**src/rtl/rob_ctrl_pkg.sv**
```systemverilog
// Shared sizing defaults and the per-cycle handshake record for the reorder-buffer sequencer.
// Imported by rob_ptr and rob_ctrl.
package rob_ctrl_pkg;

  localparam int ROB_DEPTH_DEF = 16;
  localparam int ROB_ID_W_DEF  = 4;

  typedef struct packed {
    logic alloc;
    logic wb;
    logic commit;
  } rob_fire_t;

endpackage

```
**src/rtl/rob_ptr.sv**
```systemverilog
// Wrap-bit pointer (ID_W index bits plus one lap bit) with clear and increment.
// The lap bit toggles naturally when the index rolls over from ROB_DEPTH-1 to 0.
module rob_ptr
  import rob_ctrl_pkg::*;
#(
  parameter int ID_W = ROB_ID_W_DEF
) (
  input  logic          clk,
  input  logic          rst,
  input  logic          clr,
  input  logic          inc,
  output logic [ID_W:0] ptr
);

  always_ff @(posedge clk) begin
    if (rst || clr)
      ptr <= '0;
    else if (inc)
      ptr <= ptr + 1'b1;
  end

endmodule

```
**src/rtl/rob_ctrl.sv**
```systemverilog
// Reorder-buffer sequencer: in-order allocation, out-of-order writeback routing and
// in-order commit of the head slot. Line storage is external and holds no pointer state.
module rob_ctrl
  import rob_ctrl_pkg::*;
#(
  parameter int ROB_DEPTH = ROB_DEPTH_DEF,
  parameter int ID_W      = ROB_ID_W_DEF
) (
  input  logic                 clk,
  input  logic                 rst,
  input  logic                 flush,
  input  logic                 alloc_valid,
  output logic                 alloc_ready,
  output logic [ID_W-1:0]      alloc_id,
  input  logic                 wb_valid,
  input  logic [ID_W-1:0]      wb_id,
  output logic                 wb_accept,
  input  logic [ROB_DEPTH-1:0] line_done,
  output logic [ROB_DEPTH-1:0] line_write_en,
  output logic [ROB_DEPTH-1:0] line_wb_sel,
  output logic                 commit_valid,
  output logic [ID_W-1:0]      commit_id,
  input  logic                 commit_ready,
  output logic [ID_W:0]        rob_count,
  output logic                 rob_empty,
  output logic                 rob_full
);

  logic [ID_W:0]   head_ptr;
  logic [ID_W:0]   tail_ptr;
  logic [ID_W-1:0] head_idx;
  logic [ID_W-1:0] tail_idx;
  logic [ID_W-1:0] wb_off;
  logic            wb_occupied;
  rob_fire_t       fire;

  assign head_idx = head_ptr[ID_W-1:0];
  assign tail_idx = tail_ptr[ID_W-1:0];

  // The lap bit makes tail - head an exact occupancy count in 0..ROB_DEPTH.
  assign rob_count = tail_ptr - head_ptr;
  assign rob_empty = (head_ptr == tail_ptr);
  assign rob_full  = (head_idx == tail_idx) && (head_ptr[ID_W] != tail_ptr[ID_W]);

  // A slot is live iff its distance from head (modulo depth) is below the count.
  assign wb_off      = wb_id - head_idx;
  assign wb_occupied = ({1'b0, wb_off} < rob_count);

  assign alloc_ready  = !rob_full && !flush;
  assign alloc_id     = tail_idx;
  assign wb_accept    = wb_valid && wb_occupied && !flush;
  assign commit_valid = !rob_empty && line_done[head_idx] && !flush;
  assign commit_id    = head_idx;

  assign fire.alloc  = alloc_valid && alloc_ready;
  assign fire.wb     = wb_accept;
  assign fire.commit = commit_valid && commit_ready;

  // Alloc targets a free slot and writeback an occupied one, so the two never overlap.
  always_comb begin
    line_write_en = '0;
    line_wb_sel   = '0;
    if (fire.alloc)
      line_write_en[tail_idx] = 1'b1;
    if (fire.wb) begin
      line_write_en[wb_id] = 1'b1;
      line_wb_sel[wb_id]   = 1'b1;
    end
  end

  rob_ptr #(.ID_W(ID_W)) u_head (
    .clk (clk),
    .rst (rst),
    .clr (flush),
    .inc (fire.commit),
    .ptr (head_ptr)
  );

  rob_ptr #(.ID_W(ID_W)) u_tail (
    .clk (clk),
    .rst (rst),
    .clr (flush),
    .inc (fire.alloc),
    .ptr (tail_ptr)
  );

endmodule

```
**config.mk**
```make
export PLATFORM = sky130hd
export DESIGN_NAME = rob_ctrl
export DESIGN_NICKNAME = d
export VERILOG_FILES = /design/src/rtl/rob_ctrl_pkg.sv /design/src/rtl/rob_ptr.sv /design/src/rtl/rob_ctrl.sv
export SDC_FILE = /design/constraint.sdc
export NUM_CORES = 1
export LEC_CHECK = 0
export BUFFER_PORTS_ARGS = -buffer_cell sky130_fd_sc_hd__buf_4
export CAP_MARGIN = 20
export CORE_MARGIN = 2
export CORE_UTILIZATION = 51
export DETAILED_ROUTE_END_ITERATION = 8
export HOLD_SLACK_MARGIN = 0.03
export PLACE_DENSITY_LB_ADDON = 0.3
export SLEW_MARGIN = 20
export SYNTH_ARGS = -nofsm -noshare
export SYNTH_HDL_FRONTEND = slang
export SYNTH_SLANG_ARGS = --single-unit
```
**constraint.sdc**
```tcl
create_clock -name clk -period 4.8 [get_ports clk]
set_input_delay 0.24 -clock clk [delete_from_list [all_inputs] [get_ports clk]]
set_output_delay 0.24 -clock clk [all_outputs]
set_load 0.01 [all_outputs]
```
==> results_dict.tcl <==
set metrics [dict create \
    period_share_pct 76.9 \
    cp_common_cell "ha_1" \
    grt-ovfl-total 0 \
    relSlewSlack_pct 35.3 \
    r2r-end "u_head.ptr[2]$_SDFFE_PP0P_" \
    holdBufCountCts 0 \
    min_path_type "in -> reg" \
    critical_path_arrival_ps 3450 \
    drtIter0Drc 66 \
    ctsResizeCount 0 \
    required_ps 4560 \
    drt_first_pass_iters 4 \
    worstRegToRegCells 7 \
    wirelength_um 4350 \
    critPathTopFamily "compound AO/OA/AOI/OAI gates" \
    grt_pass1_vias 1551 \
    maxSlewViolCount 0 \
    dpl.hpwl_um 3450 \
    num_antenna_cells 0 \
    finClkSkew_ps 1.48 \
    finalPower_uw 244 \
    period_needed_ps 3690 \
    synth_cells 198 \
    die_x_um 60.0 \
    max_freq_mhz 271 \
    die_y_um 60.0 \
    crit_path_max_incr_delay_ps 760 \
    worst-path-buf-inv 2 \
    synth_area_sq_um 1600 \
    worstHoldStart "rst" \
    cts_sinks 10 \
    critPathKind "reg -> out" \
    fp-row-count 20 \
    core_sq_um 3000 \
    final_nets 306 \
    finalSetupViolCount 0 \
    via_per_inst 5.74 \
    holdPathStages 3 \
    powerDensity_nw_per_um2 114 \
    ys_ff_latch 10 \
    start_util_pct 53.2 \
    rsz0062_at_grt "no" \
    max_cap_violations 0 \
    drive_gt1_share_pct 35.9 \
    vias 1694 \
    reg2reg_slack_ps 2070 \
    htree_num_levels 1 \
    status "completed" \
    cts_tree "yes" \
    yosys_warnings 0 \
    startpoint "u_head.ptr[3]$_SDFFE_PP0P_" \
    grt_start_max_net_pins 19 \
    critPathSlowestCell "o21bai_1" \
    antenna_left 0 \
    ir_drop_uv 144 \
    hold_violations 0 \
    wire_per_inst_um 14.7 \
    grt_pass1_wl_um 6840 \
    track_usage_pct 24.4 \
    syn2layout_area_growth_pct 33.6 \
    worstSkewPairLatency_ps 270 \
    whs_ps 252 \
    place_congestion 0.806 \
    clk_transition_reported_paths_ps 70 \
    dieArea_sq_um 3590 \
    port_buffers 75 \
    fin_ws_ps 1110 \
    placed_area_sq_um 2100 \
    antenna_found_initial 0 \
    critPathLaunchType "flop" \
    drc_errors 0 \
    worstPathMaxFanout 15 \
    avgSynthCellArea_sq_um 8.06 \
    cts_buffer_depth 2 \
    design_area_sq_um 2130 \
    cts_made_buffers 3 \
    synth.distinct_cells 45 \
    cp_num_cells 9 \
    crit_chain "inv_1, ha_1, xnor2_1, ha_1, o21ai_0, a21oi_1, o21bai_1, a32o_1, buf_4" \
    worst_pin_slew_ps 969 \
    ys_seq_area_share_pct 12.5 \
    io_pins 76 \
    cts_setup_buffers 0 \
    tns_ps 0 \
    leakage_uw 0.000933 \
    crit_end "line_write_en[13]" \
    cp-end-kind "primary output" \
    cts_root_buffer "clkbuf_4" \
    pre_cts_slack_ps 1450 \
    reg2reg_from "u_head.ptr[3]$_SDFFE_PP0P_" \
    synth_nets 241 \
]
==> routing by layer <==
| layer | global-route usage (%) | wire, um | share of wire (%) |
|---|---|---|---|
| met1 | 33.1 | 1990 | 46 |
| met2 | 41.1 | 2010 | 46 |
| met3 | 4.98 | 349 | 8.0 |
| met4 | 2.22 | 0 | 0 |
| met5 | 0 | 0 | 0 |
==> cell usage after synthesis (all sizes together) <==
library cell	count	share of area, %
a2111oi	1	1.7
a211oi	1	0.47
a21o	5	2.4
a21oi	9	3.3
a22oi	4	3.1
a32o	15	9.4
and2	3	1.2
and3	1	0.39
and3b	2	1.1
and4	1	0.55
buf	13	6.0
clkbuf	2	0.47
dfxtp	10	13
fa	2	2.5
ha	15	12
inv	14	3.3
mux2	1	0.71
mux2i	11	6.9
nand2	11	2.6
nand2b	1	0.39
nand3	4	1.9
nand3b	2	0.94
nand4	2	0.78
nor2	18	4.2
nor2b	2	0.78
nor3	18	5.6
nor3b	2	0.94
nor4	1	0.39
o211ai	1	0.47
o21ai	4	1.3
o21ba	1	0.63
o21bai	1	0.47
o31ai	1	0.47
or2	2	0.78
or3	5	2.0
xnor2	7	4.8
xor2	5	2.7
==> state kept, by name (all words and copies together) (netlist names) <==
name	count
u_tail.ptr	5
u_head.ptr	5
==> placed cells by master, fill, tap and decap left out, types with 3 or more instances in the layout <==
cell	count
nor3_1	18
dfxtp_1	10
nor2_1	18
buf_4	75
inv_1	14
xor2_1	5
a32o_1	15
a21o_1	4
or3_1	5
ha_1	15
o21ai_0	3
and2_1	3
a21oi_1	7
clkbuf_4	3
a22oi_2	4
nand2_1	11
xnor2_1	5
mux2i_1	11
==> worst register-to-register path: stages (launching register included) <==
cell	delay, ps
dfxtp_1	730
inv_1	210
ha_1	390
and4_1	280
a22oi_2	230
nand3_2	200
a21oi_1	240
mux2_1	340
==> power by group <==
part	total (uW)	switching, uW	internal [uW]
combinational	82.8	46.4	36.4
sequential	84.2	0.869	83.3
clock	76.9	30.8	46.1
total	244	78.1	166
==> worst min-delay path by stage <==
stage | endpoint | slack (ps)
4_1_cts | u_head.ptr[0]$_SDFFE_PP0P_ | 250
6_report | u_head.ptr[0]$_SDFFE_PP0P_ | 250
5_1_grt | u_head.ptr[0]$_SDFFE_PP0P_ | 260
3_3_place_gp | u_head.ptr[4]$_SDFFE_PP0P_ | 520
2_1_floorplan | u_head.ptr[0]$_SDFFE_PP0P_ | 420
3_5_place_dp | u_head.ptr[4]$_SDFFE_PP0P_ | 540
==> cell families (layout without fill, tap and decap cells) <==
family                   Yosys count  in the layout  synth area share [%]
AND/OR/NAND/NOR                   75             75                  24.5
flip-flops                        10             10                  12.5
buffers and inverters             29             93                  9.80
multiplexers                      12             12                  7.60
adder cells (fa/ha/maj)           17             17                  14.3
AO/OA/AOI/OAI                     43             43                  23.7
XOR/XNOR                          12             12                  7.52
==> stage by stage <==
| step | std cells | utilization (%) |
|---|---|---|
| 4_1_cts | 295 | 71.0 |
| 3_5_place_dp | 291 | 69.8 |
| 2_1_floorplan | 198 | - |
| 3_3_place_gp | 291 | 69.8 |
| 6_report | 295 | 71.0 |
| 5_1_grt | 295 | 71.0 |
==> final cells by class <==
| type | instances | area, sq um |
|---|---|---|
| inverter | 14 | 52.6 |
| multi-input combinational | 159 | 1240 |
| timing repair buffer | 75 | 563 |
| tap | 33 | 41.3 |
| sequential | 10 | 200 |
| fill | 254 | 870 |
| clock buffer | 4 | 36.3 |
No activity file was read; power rests on OpenSTA's default activity.
